--- src/rtl/tree_sprite_fetch.sv ---
// Three-stage sprite pixel fetch: hit/address, RAM align, palette output.
// Optional TREE_FETCH_MIRROR_EN adds a per-frame horizontal mirror input.
module tree_sprite_fetch #(
  parameter int          SPR_W  = 80,
  parameter int          SPR_H  = 100,
  parameter logic [3:0]  TRANSP = 4'h0
) (
  input  logic        Clk,
  input  logic        Reset_n,
  input  logic [9:0]  DrawX,
  input  logic [9:0]  DrawY,
  input  logic        blank_n,
  input  logic        frame_start,
  input  logic [9:0]  sprite_x,
  input  logic [9:0]  sprite_y,
  input  logic        sprite_en,
`ifdef TREE_FETCH_MIRROR_EN
  input  logic        mirror,
`endif
  output logic [12:0] read_address,
  input  logic [3:0]  data_Out,
  output logic [3:0]  pixel_index,
  output logic        pixel_on
);

  logic [9:0]  ox_q, ox_d;
  logic [9:0]  oy_q, oy_d;
  logic        en_q, en_d;
  logic        mir_q, mir_d;
  logic        hit1_q, hit1_d;
  logic [12:0] addr_q, addr_d;
  logic        hit2_q, hit2_d;
  logic [3:0]  pix_q, pix_d;
  logic        on_q, on_d;

  logic [10:0] dx, dy;
  logic [12:0] col, row_base;

  always_comb begin
    ox_d  = ox_q;
    oy_d  = oy_q;
    en_d  = en_q;
    mir_d = mir_q;
    if (frame_start) begin
      ox_d = sprite_x;
      oy_d = sprite_y;
      en_d = sprite_en;
`ifdef TREE_FETCH_MIRROR_EN
      mir_d = mirror;
`else
      mir_d = 1'b0;
`endif
    end
  end

  // unsigned wrap makes pixels left of / above the origin huge -> miss
  always_comb begin
    dx = {1'b0, DrawX} - {1'b0, ox_q};
    dy = {1'b0, DrawY} - {1'b0, oy_q};
    hit1_d = blank_n & en_q
           & (dx < 11'(SPR_W))
           & (dy < 11'(SPR_H));
    col = mir_q ? 13'(SPR_W - 1) - {2'b00, dx}
                : {2'b00, dx};
    row_base = {2'b00, dy} * 13'(SPR_W);
    addr_d = hit1_d ? row_base + col : addr_q;
  end

  always_comb begin
    hit2_d = hit1_q;
    pix_d  = hit2_q ? data_Out : TRANSP;
    on_d   = hit2_q & (data_Out != TRANSP);
  end

  always_ff @(posedge Clk or negedge Reset_n) begin
    if (!Reset_n) begin
      ox_q   <= '0;
      oy_q   <= '0;
      en_q   <= 1'b0;
      mir_q  <= 1'b0;
      hit1_q <= 1'b0;
      addr_q <= '0;
      hit2_q <= 1'b0;
      pix_q  <= TRANSP;
      on_q   <= 1'b0;
    end else begin
      ox_q   <= ox_d;
      oy_q   <= oy_d;
      en_q   <= en_d;
      mir_q  <= mir_d;
      hit1_q <= hit1_d;
      addr_q <= addr_d;
      hit2_q <= hit2_d;
      pix_q  <= pix_d;
      on_q   <= on_d;
    end
  end

  assign read_address = addr_q;
  assign pixel_index  = pix_q;
  assign pixel_on     = on_q;

endmodule

--- config.mk ---
export PLATFORM = sky130hd
export DESIGN_NAME = tree_sprite_fetch
export DESIGN_NICKNAME = d
export VERILOG_FILES = /design/src/rtl/tree_sprite_fetch.sv
export SDC_FILE = /design/constraint.sdc
export NUM_CORES = 1
export LEC_CHECK = 0
export ABC_AREA = 1
export CAP_MARGIN = 20
export CORE_MARGIN = 4
export CORE_UTILIZATION = 40
export DETAILED_ROUTE_END_ITERATION = 7
export PLACE_DENSITY = 0.72
export SLEW_MARGIN = 20
export SYNTH_ARGS = -nofsm -noshare
export SYNTH_HDL_FRONTEND = slang
export SYNTH_SLANG_ARGS = --single-unit
--- constraint.sdc ---
create_clock -name Clk -period 4.3 [get_ports Clk]
set_input_delay 0.86 -clock Clk [delete_from_list [all_inputs] [get_ports Clk]]
set_output_delay 0.86 -clock Clk [all_outputs]
set_load 0.005 [all_outputs]
==> impl_metrics.py <==
metrics = {
    "clock_network": {
        "cts_buffers": 5,
        "cts_max_path_buffers": 2,
        "cts_tree": "built",
        "clockRootBuffer": "clkbuf_8",
        "clk_latency_ps": 300,
        "clock_sinks": 41,
        "clkSlewWorstSetupHoldPaths_ps": 80,
        "htree_levels": 2,
        "hold_buffers": 0,
    },
    "cells_and_area": {
        "fillers": 719,
        "drive_above_1_share": 0.164,
        "syn_to_final_growth_pct": 38.3,
        "fin_nets": 646,
        "n_antenna_cell": 0,
    },
    "worst_setup_path": {
        "crit_buf_inv": 4,
        "crit_family": "simple AND/OR/NAND/NOR gates",
        "cp-start-kind": "input port",
        "cp_common_cell": "nand2_1",
        "crit_type": "in2reg",
        "critPathLaunch": "DrawY[3]",
        "cp_slowest_cell": "clkdlybuf4s50_1",
        "cp_slowest_stage_delay_ps": 460,
        "cp.arrival_ps": 4290,
        "worstReg2RegStart": "oy_q[0]",
        "ff2ff_path_depth": 26,
        "path_depth": 25,
        "end_kind": "flip-flop",
        "worstPathMaxFanout": 6,
        "worstPathRequired_ps": 4530,
    },
    "pwr": {
        "leakagePower_nw": 2.45,
        "power.share.switching": 0.412,
        "clkPwrFrac": 0.167,
        "power_density_nw_per_um2": 426,
        "switchingPower_mw": 0.799,
        "vdd_drop_max_v": 0.000175,
        "p_int_mw": 1.14,
        "p_seq_frac": 0.222,
        "pwr-share-comb": 0.612,
    },
    "sta": {
        "period_minus_slack_ps": 4050,
        "tightest_slew_ps": 945,
        "clock-skew-final_ps": 10.5,
        "finalCritPeriodShare": 0.943,
        "slew_headroom": 0.368,
        "fmax_mhz": 247,
        "fin_ws_ps": 245,
        "finalSetupViolCount": 0,
        "grt_setup_unrepaired": "no",
        "hold_viol": 0,
        "tns_ps": 0,
        "final_max_slew_viol_count": 0,
    },
    "route": {
        "via_per_inst": 4.81,
        "drcViolationCount": 0,
        "routedWlPerCell_um": 12.1,
        "drt_wl_total_um": 8030,
        "route.antenna.remaining_nets": 0,
        "vias": 3186,
        "drt_pass1_iterations": 4,
        "drtIter0Drc": 175,
    },
    "logic_synthesis": {
        "synthDistinctLibCells": 31,
        "synth_edf_count": 0,
        "synth-main-ff-cell": "dfrtp_1",
        "syn-num-nets": 547,
        "ys_warn_count": 0,
        "synth_seq_cells": 41,
        "synthArstFlopShare": 1.00,
        "avgSynthCellArea_um2": 7.17,
        "synthCells": 460,
        "ys_seq_area_frac": 0.311,
        "synth_area_um2": 3300,
    },
    "status": {
        "outcome": "completed",
    },
    "floorplan": {
        "core-area_um2": 7890,
        "die_y_um": 98.8,
        "rows": 32,
        "die_area_um2": 9760,
        "io_pins": 67,
        "start_util": 0.418,
        "die_w_um": 98.8,
    },
    "placed_design": {
        "numPortBuffers": 66,
        "place_ws_ps": -318,
        "gp_congestion": 0.901,
        "dpl.hpwl_um": 6190,
    },
    "grt": {
        "grt_pass1_vias": 2976,
        "grt_pass1_wl_um": 13100,
        "grt_antenna_before_repair": 0,
        "grt_usage": 0.161,
        "grt_max_degree": 42,
        "grt_overflow": 0,
    },
    "worst_hold_path": {
        "hold_depth": 0,
        "hold_start": "hit1_q",
        "hp-class": "reg2reg",
    },
    "job": {
        "drv_cap": 0,
    },
}
layout make-up:
class	count	area, µm²	area share
multi-input combinational	328	2070	0.454
inverter	85	319	0.0700
sequential	41	1030	0.225
clock buffer	5	68.8	0.0151
tap	102	128	0.0280
clock inverter	3	43.8	0.00961
timing repair buffer	98	903	0.198
final timing paths:
kind	to	slack, ps
min in group asynchronous	oy_q[8]	670
worst max register to register	read_address[12]	710
worst min register to register	hit2_q	360
max in group asynchronous	read_address[12]	3040
worst max-delay path	read_address[12]	250
worst min-delay path	hit2_q	360
metal layers:
metal	global-route usage	wire [µm]	vias up
li1	-	-	1654
met1	0.214	3670	1441
met2	0.272	3880	79
met3	0.0276	353	12
met4	0.0420	130	0
met5	0	0	-
state kept, by name, summed over array words and instances, names as in the netlist:
name          cells
read_address     13
ox_q             10
oy_q             10
pixel_index       4
en_q              1
hit1_q            1
hit2_q            1
pixel_on          1
Yosys cell counts (5+ instances only):
master,number,area [µm²]
nand4_1,10,62.6
nand2_2,7,43.8
o21ai_0,22,110
a21oi_1,18,90.1
xor2_1,8,70.1
dfrtp_1,41,1030
nand2_1,144,541
inv_1,85,319
a31oi_1,5,31.3
ha_1,34,425
nor2_1,16,60.1
nand3_1,30,150
kinds of logic (layout without fill, tap and decap cells):
family,count (synthesis),in the layout,synth area share
mux,3,3,0.0102
fa+ha+maj,38,38,0.153
simple gates,223,223,0.299
xor+xnor,11,11,0.0292
flops,41,41,0.311
buf+inv,91,191,0.106
compound gates,53,53,0.0911
placed cells by master, fill, tap and decap left out, types with 2 or more instances in the layout:
| cell | n |
|---|---|
| nand2_1 | 140 |
| inv_1 | 82 |
| clkdlybuf4s50_1 | 62 |
| dfrtp_1 | 41 |
| buf_4 | 32 |
| ha_1 | 28 |
| nand3_1 | 27 |
| o21ai_0 | 22 |
| a21oi_1 | 14 |
| nand2_2 | 11 |
| nor2_1 | 11 |
| nand4_1 | 10 |
| xor2_1 | 8 |
| a21oi_2 | 7 |
| nand3_2 | 6 |
| nor2_4 | 6 |
| ha_4 | 5 |
| clkbuf_8 | 5 |
| a31oi_1 | 4 |
| nor3_1 | 4 |
| nor2_2 | 3 |
| inv_2 | 3 |
| mux2_2 | 3 |
| xnor2_1 | 3 |
| dlymetal6s2s_1 | 3 |
| nand3b_1 | 2 |
| a21o_1 | 2 |
| fa_2 | 2 |
| fa_1 | 2 |
power by group through the flow:
stage / registers (mW) / logic [mW] / clock network [mW]
floorplan: 0.437 / 0.680 / 0
global placement: 0.436 / 0.984 / 0
detailed placement: 0.438 / 1.01 / 0
CTS: 0.430 / 1.02 / 0.334
global route: 0.435 / 1.33 / 0.351
finish: 0.430 / 1.19 / 0.323
repair_timing:
action	CTS	global route
setup buffers	0	7
pin swaps	0	22
setup endpoints to repair	1	3
gates resized for setup	1	36
per-stage QoR:
stage | instance area (µm²) | cells | hold WS (ps) | util | total power [mW]
CTS | 4350 | 655 | 367 | 0.552 | 1.79
detailed placement | 4240 | 647 | 347 | 0.537 | 1.45
finish | 4560 | 662 | 361 | 0.578 | 1.94
global placement | 4240 | 647 | 334 | 0.537 | 1.42
floorplan | 3300 | 460 | 331 | - | 1.12
global route | 4560 | 662 | 373 | 0.578 | 2.11
(Power assumes the default switching activity.)
